**src/rtl/hba_arb_pkg.sv**
```systemverilog
// Shared types and constants for the HBA bus round-robin arbiter.
package hba_arb_pkg;

  localparam int unsigned HBA_NUM_MASTERS = 4;
  localparam int unsigned HBA_MIDX_W      = 2;

  typedef enum logic [1:0] {
    IDLE,
    GRANT,
    XFER
  } arb_state_e;

endpackage

```
**src/rtl/hba_rr_pick.sv**
```systemverilog
// Combinational rotate-priority picker: first requester found searching
// upward from last_winner+1, wrapping modulo the master count.
module hba_rr_pick
  import hba_arb_pkg::*;
(
  input  logic [HBA_NUM_MASTERS-1:0] req,
  input  logic [HBA_MIDX_W-1:0]      last_winner,
  output logic [HBA_MIDX_W-1:0]      winner,
  output logic                       valid
);

  logic [HBA_MIDX_W-1:0] idx;

  always_comb begin
    winner = '0;
    valid  = 1'b0;
    idx    = '0;
    // Offset HBA_NUM_MASTERS wraps back to last_winner itself (lowest priority).
    for (int unsigned i = 1; i <= HBA_NUM_MASTERS; i++) begin
      idx = last_winner + HBA_MIDX_W'(i);
      if (!valid && req[idx]) begin
        winner = idx;
        valid  = 1'b1;
      end
    end
  end

endmodule

```
**src/rtl/hba_rr_arbiter.sv**
```systemverilog
// Round-robin HBA bus arbiter with tenure limit and transfer watchdog that
// issues a synthetic acknowledge when no slave responds.
module hba_rr_arbiter
  import hba_arb_pkg::*;
#(
  parameter int unsigned NUM_MASTERS = HBA_NUM_MASTERS,
  parameter int unsigned MAX_XFERS   = 0,
  parameter int unsigned TIMEOUT     = 255
) (
  input  logic                   hba_clk,
  input  logic                   hba_reset,
  input  logic [NUM_MASTERS-1:0] hba_mrequest,
  input  logic                   hba_select,
  input  logic                   hba_xferack,
  output logic [NUM_MASTERS-1:0] hba_mgrant,
  output logic                   hba_xferack_timeout,
  output logic                   bus_timeout,
  output logic [HBA_MIDX_W-1:0]  timeout_master,
  output logic [7:0]             timeout_count
);

  localparam int unsigned WD_W   = $clog2(TIMEOUT + 1);
  localparam int unsigned XCNT_W = (MAX_XFERS == 0) ? 1 : $clog2(MAX_XFERS + 1);
  localparam logic [WD_W-1:0]   WD_LAST    = WD_W'(TIMEOUT - 1);
  localparam logic [XCNT_W-1:0] XCNT_LIMIT = XCNT_W'(MAX_XFERS);

  arb_state_e            state;
  logic [HBA_MIDX_W-1:0] last_winner;
  logic [WD_W-1:0]       wd;
  logic [XCNT_W-1:0]     xfer_cnt;
  logic                  timeout_pulse;

  logic [HBA_MIDX_W-1:0] pick_winner;
  logic                  pick_valid;
  logic                  ack_seen;
  logic                  others_pending;
  logic                  rotate_due;

  hba_rr_pick u_pick (
    .req         (hba_mrequest),
    .last_winner (last_winner),
    .winner      (pick_winner),
    .valid       (pick_valid)
  );

  // A real ack coinciding with the synthetic one is the same transfer.
  assign ack_seen       = hba_xferack | timeout_pulse;
  assign others_pending = |(hba_mrequest & ~hba_mgrant);
  assign rotate_due     = (MAX_XFERS != 0) && (xfer_cnt >= XCNT_LIMIT) && others_pending;

  assign hba_xferack_timeout = timeout_pulse;
  assign bus_timeout         = timeout_pulse;

  always_ff @(posedge hba_clk) begin
    if (hba_reset) begin
      state          <= IDLE;
      hba_mgrant     <= '0;
      last_winner    <= HBA_MIDX_W'(HBA_NUM_MASTERS - 1);
      wd             <= '0;
      xfer_cnt       <= '0;
      timeout_pulse  <= 1'b0;
      timeout_master <= '0;
      timeout_count  <= '0;
    end else begin
      timeout_pulse <= 1'b0;
      case (state)
        IDLE: begin
          hba_mgrant <= '0;
          if (pick_valid) begin
            hba_mgrant  <= NUM_MASTERS'(1) << pick_winner;
            last_winner <= pick_winner;
            xfer_cnt    <= '0;
            state       <= GRANT;
          end
        end

        GRANT: begin
          if (hba_select) begin
            // The first select cycle already counts toward the watchdog.
            state <= XFER;
            if (hba_xferack) begin
              wd <= '0;
              if (xfer_cnt != '1) xfer_cnt <= xfer_cnt + XCNT_W'(1);
            end else begin
              wd <= WD_W'(1);
            end
          end else if (!hba_mrequest[last_winner] || rotate_due) begin
            hba_mgrant <= '0;
            state      <= IDLE;
          end
        end

        XFER: begin
          if (ack_seen) begin
            wd <= '0;
            if (xfer_cnt != '1) xfer_cnt <= xfer_cnt + XCNT_W'(1);
          end else if (hba_select) begin
            if (wd == WD_LAST) begin
              wd             <= '0;
              timeout_pulse  <= 1'b1;
              timeout_master <= last_winner;
              if (timeout_count != '1) timeout_count <= timeout_count + 8'd1;
            end else begin
              wd <= wd + WD_W'(1);
            end
          end
          if (!hba_select) state <= GRANT;
        end

        default: begin
          hba_mgrant <= '0;
          state      <= IDLE;
        end
      endcase
    end
  end

endmodule

```
**config.mk**
```make
export PLATFORM = sky130hd
export DESIGN_NAME = hba_rr_arbiter
export DESIGN_NICKNAME = d
export VERILOG_FILES = /design/src/rtl/hba_arb_pkg.sv /design/src/rtl/hba_rr_pick.sv /design/src/rtl/hba_rr_arbiter.sv
export SDC_FILE = /design/constraint.sdc
export NUM_CORES = 1
export LEC_CHECK = 0
export BUFFER_PORTS_ARGS = -buffer_cell sky130_fd_sc_hd__clkbuf_2
export CORE_MARGIN = 3
export CORE_UTILIZATION = 55
export DETAILED_ROUTE_END_ITERATION = 10
export MAX_ROUTING_LAYER = met4
export PLACE_DENSITY = 0.82
export SYNTH_ARGS = -nofsm -noshare
export SYNTH_HDL_FRONTEND = slang
export SYNTH_HIERARCHICAL = 1
export SYNTH_SLANG_ARGS = --single-unit
```
**constraint.sdc**
```tcl
create_clock -name hba_clk -period 1.85 [get_ports hba_clk]
set_input_delay 0.37 -clock hba_clk [delete_from_list [all_inputs] [get_ports hba_clk]]
set_output_delay 0.37 -clock hba_clk [all_outputs]
set_load 0.02 [all_outputs]
```
**After elaboration in Yosys (flattened, before gate mapping)**

Index checks and enable logic that the tools add are counted.

- Word-level logic and storage cells: 79
- Flip-flop bits (word level): 27
- Bits of input ports: 8

- Equal/unequal tests: 11
- Reductions and logical operators: 15
- Bitwise logic cells: 4
- Shift-type cells: 1
- Order comparisons: 4
- Add/subtract/negate cells: 5
- Multiplexer cells: 32

Operators with widths:

| kind | count |
|---|---|
| $mux 8 | 4 |
| $add 8x1->8 const B | 2 |
| $mux 2 | 8 |
| $pmux 8 s2 | 1 |
| $lt 2x3->1 const B | 4 |
| $mux 4 | 3 |
| $pmux 4 s3 | 1 |
| $mux 1 | 10 |
| $ne 2x2->1 const B | 5 |
| $reduce_and 3->1 | 3 |
| $bmux 1 s2 | 4 |
| $eq 8x8->1 const B | 1 |
| $ne 8x8->1 const B | 1 |
| $ne 3x3->1 const B | 2 |
| $pmux 2 s3 | 1 |
| $reduce_and 5->1 | 1 |
| $add 2x2->2 const B | 2 |
| $reduce_and 4->1 | 1 |
| $reduce_or 4->1 | 1 |
| $shl 1x2->4 const A | 1 |
| $logic_and 1x1->1 | 3 |
| $logic_not 1->1 | 3 |
| $not 1->1 | 3 |
| $add 2x1->2 const B | 1 |
| other kinds (6) | 6 |

**Longest topological paths before layout**

Gate-level depths: netlist (run 1).

- Word-level depth: 16
- Depth in mapped cells: 6

**Cells and area by module**

Netlist (run 1), hierarchy kept.

By module, submodules not included:

| module | sequential area each (um2) | instances | cells each | area an instance (um2) |
|---|---|---|---|---|
| hba_rr_arbiter | 540.5 | 1 | 154 | 1386.3 |
| hba_rr_pick | 0.0 | 1 | 14 | 91.3 |

**Worst setup path before layout (run 1)**

No wires, ideal clock.

- Path type: flip-flop to flip-flop
- Start: reg wd[0]
- End: reg timeout_count[5]
- Required time: 1727 ps
- Setup slack: 247 ps
- Cell stages (with the launch flop): 7
- Arrival time: 1479 ps
- Buffers on the path: 0
- Period minus slack after synthesis: 1603 ps
- Cells stage by stage: dfxtp_1 > inv_1 > ha_1 > and3_1 > nand2_2 > nor4_1 > mux2_1

- Word-level cells in the longest chain between the ends: 2

Ends and longest elaborated chain:

| what | RTL line | source |
|---|---|---|
| start: declaration | hba_rr_arbiter.sv:29 | `logic [WD_W-1:0] wd;` |
| start signal: assignment | hba_rr_arbiter.sv:104 | `wd <= wd + WD_W'(1);` |
| $eq 8x8->1 | hba_rr_arbiter.sv:98 | `if (wd == WD_LAST) begin` |
| $reduce_and 5->1 (no line) | n/a |  |
| end signal: assignment | hba_rr_arbiter.sv:102 | `if (timeout_count != '1) timeout_count <= timeout_count + 8'd1;` |
| end: declaration | hba_rr_arbiter.sv:19 | `output logic [7:0] timeout_count` |

Every way passes these cells.
A chain may end at the register's enable or synchronous reset.

**Final worst setup path (run 1)**

Ends and elaborated chain as after synthesis.

==> flow_summary.toml, run 1 <==
[critical_path]
worstPathArrival_ps = 1990
path_delay_family = "simple AND/OR/NAND/NOR gates"
critPathMaxFanout = 10
cpMaxStageDelayCell = "dfxtp_1"
r2r_slack_ps = 100
slowest_delay_ps = 370
worst_setup_path_end_kind = "flip-flop"
path_class = "flip-flop to flip-flop"
path_buf_inv = 1
crit_chain = "inv_1 -> ha_1 -> and3_2 -> nand2_4 -> nor4_2 -> mux2_1"
reg2reg_to = "timeout_count[5]"
crit_required_ps = 2090
r2r-start = "wd[0]"
rr_worst_depth = 6
startpoint_type = "flip-flop"

[grt]
grtUsageMet3_pct = 4.23
antenna_found_initial = 0
grt_pass1_vias = 1335
grt_overflow = 0
grtUsageMet1_pct = 24.5
met2_usage_pct = 37.4
top_usage_layer = "met2"
grt_max_degree = 17
grt_pass1_wl_mm = 5.66
track_usage_pct = 21.7

[finish]
fillers = 224
multi_input_area_um2 = 893
diodes = 0
final_nets = 206
area_growth_pct = 14.0
final_cell_area_um2 = 1680
seqCellArea_um2 = 541
post_route_cells_drive_above_1_share_pct = 25.8

[floorplanning]
num_rows = 18
design.die.area_um2 = 3340
die_y_um = 57.8
start_util_pct = 58.6
die_width_um = 57.8
fp.coreArea_um2 = 2520
ioPinCount = 24

[pwr]
ir_worst_vdd_uv = 735
p_per_area_nw_per_um2 = 645
p_leak_nw = 0.673
p_total_mw = 1.09

[cts]
cts_buffers = 3
cts_buffer_depth = 2
cts.sinks = 27
post-cts-setup-buffers = 0
worstSkewPairLatency_ps = 340
htree_levels = 1
cts-root-buf = "clkbuf_4"
clkTransAtPathRegs_ps = 150
cts_tree = "done"
cts_hold_buf = 0
cts-resized-gates = 0

[sta]
period_minus_slack_ps = 1750
setup_ws_ps = 102
fin_skew_ps = 4.48
tightest_slew_ps = 492
max_freq_mhz = 572
finalCritPeriodShare_pct = 94.5
drv_slew = 0
hold_violations = 0
max-slew-margin-rel_pct = 66.9
holdWs_ps = 290
rsz0062_at_grt = "false"
tns_ps = 0
setup_viol = 0

[logic_synthesis]
yosysMostFrequentCell = "dfxtp_1"
yosys.area_share.adder_pct = 2.54
syn_avg_cell_area_um2 = 8.80
synth_nets = 179
synthTopCellsByArea = "dfxtp_1 (37%), mux2i_1 (6.1%), a21oi_1 (5.1%), nor2_1 (3.3%), o31ai_1 (3.0%)"
synth-edff-count = 0
synth_top_family_by_area = "simple AND/OR/NAND/NOR gates"
synthFlopType = "dfxtp_1"
ys.warnings.count = 6
synthMuxAreaShare_pct = 9.14
seq_area_frac_synth_pct = 36.6
synth_compound_area_share_pct = 18.4
async_flop_share_pct = 0
ys_types = 49
synth.top_cells.by_count = "dfxtp_1 (27), a21oi_1 (15), nor2_1 (13)"
yosys.area_share.xor_xnor_pct = 0.593
synth_top_area_share_pct = 36.6
yosys.area_share.simple_pct = 27.9
netlist_instances = 168
ys_ff_latch = 27
syn_area_um2 = 1480
synth_area_leader_cell = "dfxtp_1"

[drt]
first_iter_violations = 50
wirelength_mm = 3.41
via_count = 1393
viasPerCell = 6.22
drt_pre_antenna_iters = 6
antenna_left = 0
wire_per_inst_um = 15.2
drc = 0

[flow_run]
drv_cap = 0

[min_path]
hold_depth = 2
hp-start = "hba_reset"
min_path_type = "primary input to flip-flop"
holdPathEnd = "bus_timeout"

[run_status]
outcome = "complete, no violations"

[placed_design]
place_ws_ps = 95.4
place_area_um2 = 1630
io_buffers = 23
place_congestion = 0.912
hpwlAfterDp_mm = 2.53
==> sequential cells by signal, indices dropped and copies added (netlist names) <==
| register | flops |
|---|---|
| hba_mgrant | 4 |
| timeout_master | 2 |
| wd | 8 |
| last_winner | 2 |
| bus_timeout | 1 |
| timeout_count | 8 |
| state | 2 |
==> final cells by class <==
class | count | area share [%]
repair buffers | 29 | 9.51
multi-input cells | 128 | 53.0
clock buffers | 3 | 1.34
clock inverters | 1 | 0.446
inverters | 6 | 1.34
flip-flops and latches | 27 | 32.1
well taps | 30 | 2.23
==> report_power, final <==
group	internal [mW]	switching, mW
Clock	0.0831	0.185
Sequential	0.602	0.0274
Combinational	0.0835	0.105
==> through the flow <==
step / instances / util, %
2_1_floorplan: 168 / -
3_3_place_gp: 220 / 64.4
4_1_cts: 224 / 65.6
5_1_grt: 224 / 66.8
3_5_place_dp: 220 / 64.4
6_report: 224 / 66.8
==> worst max-delay path by stage <==
stage,from,to,slack [ps],cells past startpoint
6_report,wd[0],timeout_count[5],100,6
5_1_grt,wd[0],timeout_count[6],2,6
4_1_cts,wd[0],timeout_count[5],60,6
3_5_place_dp,wd[0],timeout_count[5],100,6
3_3_place_gp,hba_select,timeout_count[5],160,5
2_1_floorplan,wd[0],timeout_count[5],250,6
==> layer usage <==
| metal | vias to the layer above | part of all wire, % |
|---|---|---|
| met3 | 6 | 4.8 |
| met1 | 673 | 42 |
| li1 | 673 | - |
| met5 | - | 0 |
| met2 | 41 | 52 |
| met4 | 0 | 1.6 |
==> cell families after synthesis <==
kind of cell / count (synthesis)
flops: 27
mux: 12
compound gates: 41
xor+xnor: 1
fa+ha+maj: 3
buf+inv: 13
simple gates: 71
==> worst reg2reg max path: cells and delay by family, from the launching register on <==
family	cells	cell delay [ps]
buffers and inverters	1	100
adder cells (fa/ha/maj)	1	160
multiplexers	1	340
AND/OR/NAND/NOR	3	680
flip-flops	1	370
==> layout by cell type (no fill, tap or decap), types with 2 or more instances in the layout <==
master,count
buf_4,6
nand2_1,11
nand2b_1,3
nor3b_2,2
o31ai_1,6
mux2_1,2
a21oi_1,15
dfxtp_1,27
nor2b_1,3
o21ai_0,7
nor4_1,2
or4_1,5
or2_2,2
clkbuf_4,3
nor4_2,2
inv_1,6
nand3b_1,2
nor2_1,13
and2b_1,2
nand3_1,8
ha_1,3
nand4_1,2
nand4b_1,2
or3_1,2
mux2i_1,9
clkbuf_2,23
Note: power is estimated with default switching activity, not from simulation.
==> run 2: changes to the inputs <==
--- a/config.mk
+++ b/config.mk
@@ -6,11 +6,14 @@
 export NUM_CORES = 1
 export LEC_CHECK = 0
 export BUFFER_PORTS_ARGS = -buffer_cell sky130_fd_sc_hd__clkbuf_2
+export CELL_PAD_IN_SITES_DETAIL_PLACEMENT = 0
+export CELL_PAD_IN_SITES_GLOBAL_PLACEMENT = 2
 export CORE_MARGIN = 3
-export CORE_UTILIZATION = 55
+export CORE_UTILIZATION = 33
 export DETAILED_ROUTE_END_ITERATION = 10
+export GPL_TIMING_DRIVEN = 0
 export MAX_ROUTING_LAYER = met4
-export PLACE_DENSITY = 0.82
+export PLACE_DENSITY = 0.81
 export SYNTH_ARGS = -nofsm -noshare
 export SYNTH_HDL_FRONTEND = slang
 export SYNTH_HIERARCHICAL = 1
==> run 2 against run 1 <==
Via count fell by 2.1%. Sequential power about the same. Die area rose by 59%. Critical endpoint is now timeout_count[7]. Non-clock buffer count unchanged. Sequential share of layout area fell by 0.79 points.
==> flow_summary.toml, run 2 (synthesized netlist as in run 1, its figures left out) <==
[cts]
htree_levels = 1
cts_buffers = 3
clkTransAtPathRegs_ps = 110
cts.sinks = 27
cts_buffer_depth = 2
cts-root-buf = "clkbuf_8"
cts_hold_buf = 0
worstSkewPairLatency_ps = 280
cts_tree = "done"

[drt]
via_count = 1364
antenna_left = 0
wirelength_mm = 3.56
top_layer = "met4"
drc = 0
wl_met1_mm = 1.75
wl_met2_mm = 1.66
first_iter_violations = 69
drt_pre_antenna_iters = 4
viasPerCell = 5.59
wire_per_inst_um = 14.6
route.met3.wl_um = 131

[finish]
final_nets = 206
diodes = 0
reg_top3 = "timeout_count: 8 flops, wd: 8 flops, hba_mgrant: 4 flops"
final_cell_area_um2 = 1730
final_common_cell = "dfxtp_1"
final_cells = 244
area_growth_pct = 16.9
layout_common_cells = "dfxtp_1 (27), clkbuf_2 (22), a21oi_1 (15)"
post_route_cells_drive_above_1_share_pct = 23.7

[floorplanning]
start_util_pct = 35.7
die_y_um = 72.9
ioPinCount = 24
num_rows = 23
design.die.area_um2 = 5320
die_width_um = 72.9
fp.coreArea_um2 = 4140

[sta]
fin_skew_ps = 8.45
setup_viol = 0
max_freq_mhz = 583
setup_ws_ps = 135
hold_violations = 0
tightest_slew_ps = 508
finalCritPeriodShare_pct = 92.7
rsz0062_at_grt = "false"
drv_slew = 0
max-slew-margin-rel_pct = 65.8
period_minus_slack_ps = 1720

[grt]
grt_max_degree = 17
grt_pass1_vias = 1233
grt_pass1_wl_mm = 5.94
grt_overflow = 0
track_usage_pct = 14.1
antenna_found_initial = 0

[min_path]
holdPathEnd = "state[1]"
min_path_type = "primary input to flip-flop"
hold_depth = 2
hp-start = "hba_select"

[critical_path]
crit_chain = "inv_1 -> ha_1 -> and3_2 -> nand2_4 -> nor4_2 -> mux2_1"
reg2reg_to = "timeout_count[7]"
rr_worst_depth = 6
path_class = "flip-flop to flip-flop"
worst_setup_path_end_kind = "flip-flop"
worstPathArrival_ps = 1890
path_depth = 6
worstSetupStartpoint = "wd[0]"
slowest_delay_ps = 350
r2r-start = "wd[0]"
cpMaxStageDelayCell = "dfxtp_1"
r2r_slack_ps = 130
path_buf_inv = 1
crit_required_ps = 2020
critPathMaxFanout = 10
path_delay_family = "simple AND/OR/NAND/NOR gates"
startpoint_type = "flip-flop"

[placed_design]
dp.cells = 240
place_congestion = 0.835
hpwlAfterDp_mm = 2.60
place_area_um2 = 1650
io_buffers = 22
place_ws_ps = 31.2

[run_status]
outcome = "complete, no violations"

[pwr]
p_leak_nw = 0.693
ir_worst_vdd_uv = 294
p_per_area_nw_per_um2 = 678

[flow_run]
drv_cap = 0
==> run 2: how the worst max path moves through the flow <==
stage | slack, ps | end
4_1_cts | 6 | timeout_count[5]
5_1_grt | 2 | wd[5]
3_3_place_gp | -9 | timeout_count[7]
2_1_floorplan | 250 | timeout_count[5]
6_report | 130 | timeout_count[7]
3_5_place_dp | 30 | timeout_count[5]
==> run 2: what timing repair did <==
action / in CTS / in global routing
resized for setup: 0 / 5
setup endpoints to repair: 0 / 5
setup buffers: 0 / 0
==> run 2: per-stage QoR <==
step	util (%)	setup TNS (ps)	total power [mW]	hold slack, ps
2_1_floorplan	-	0	0.768	447
3_3_place_gp	39.8	-9.37	0.818	456
3_5_place_dp	39.8	0	0.823	470
4_1_cts	41.0	0	1.18	421
5_1_grt	41.7	0	1.23	423
6_report	41.7	0	1.17	421
==> run 2: final cells by class <==
| cell class | instances | area (µm²) |
|---|---|---|
| Buffer | 7 | 50.0 |
| Clock buffer | 3 | 41.3 |
| Clock inverter | 1 | 7.51 |
| Fill cell | 444 | 2420 |
| Inverter | 6 | 22.5 |
| Multi-Input combinational cell | 128 | 892 |
| Sequential cell | 27 | 541 |
| Tap cell | 50 | 62.6 |
| Timing Repair Buffer | 22 | 110 |
==> run 2: power breakdown <==
part	switching [mW]	internal, mW
logic	0.102	0.0784
clock network	0.207	0.153
registers	0.0283	0.602
==> run 2: worst reg2reg max path, stage by stage (launching register included) <==
cell	delay [ps]
dfxtp_1	350
inv_1	110
ha_1	150
and3_2	240
nand2_4	110
nor4_2	310
mux2_1	340
==> run 2: metal layers <==
metal	track usage, %	vias up
met5	-	-
met4	1.84	0
met3	2.20	2
met2	22.4	22
met1	19.5	666
li1	-	674
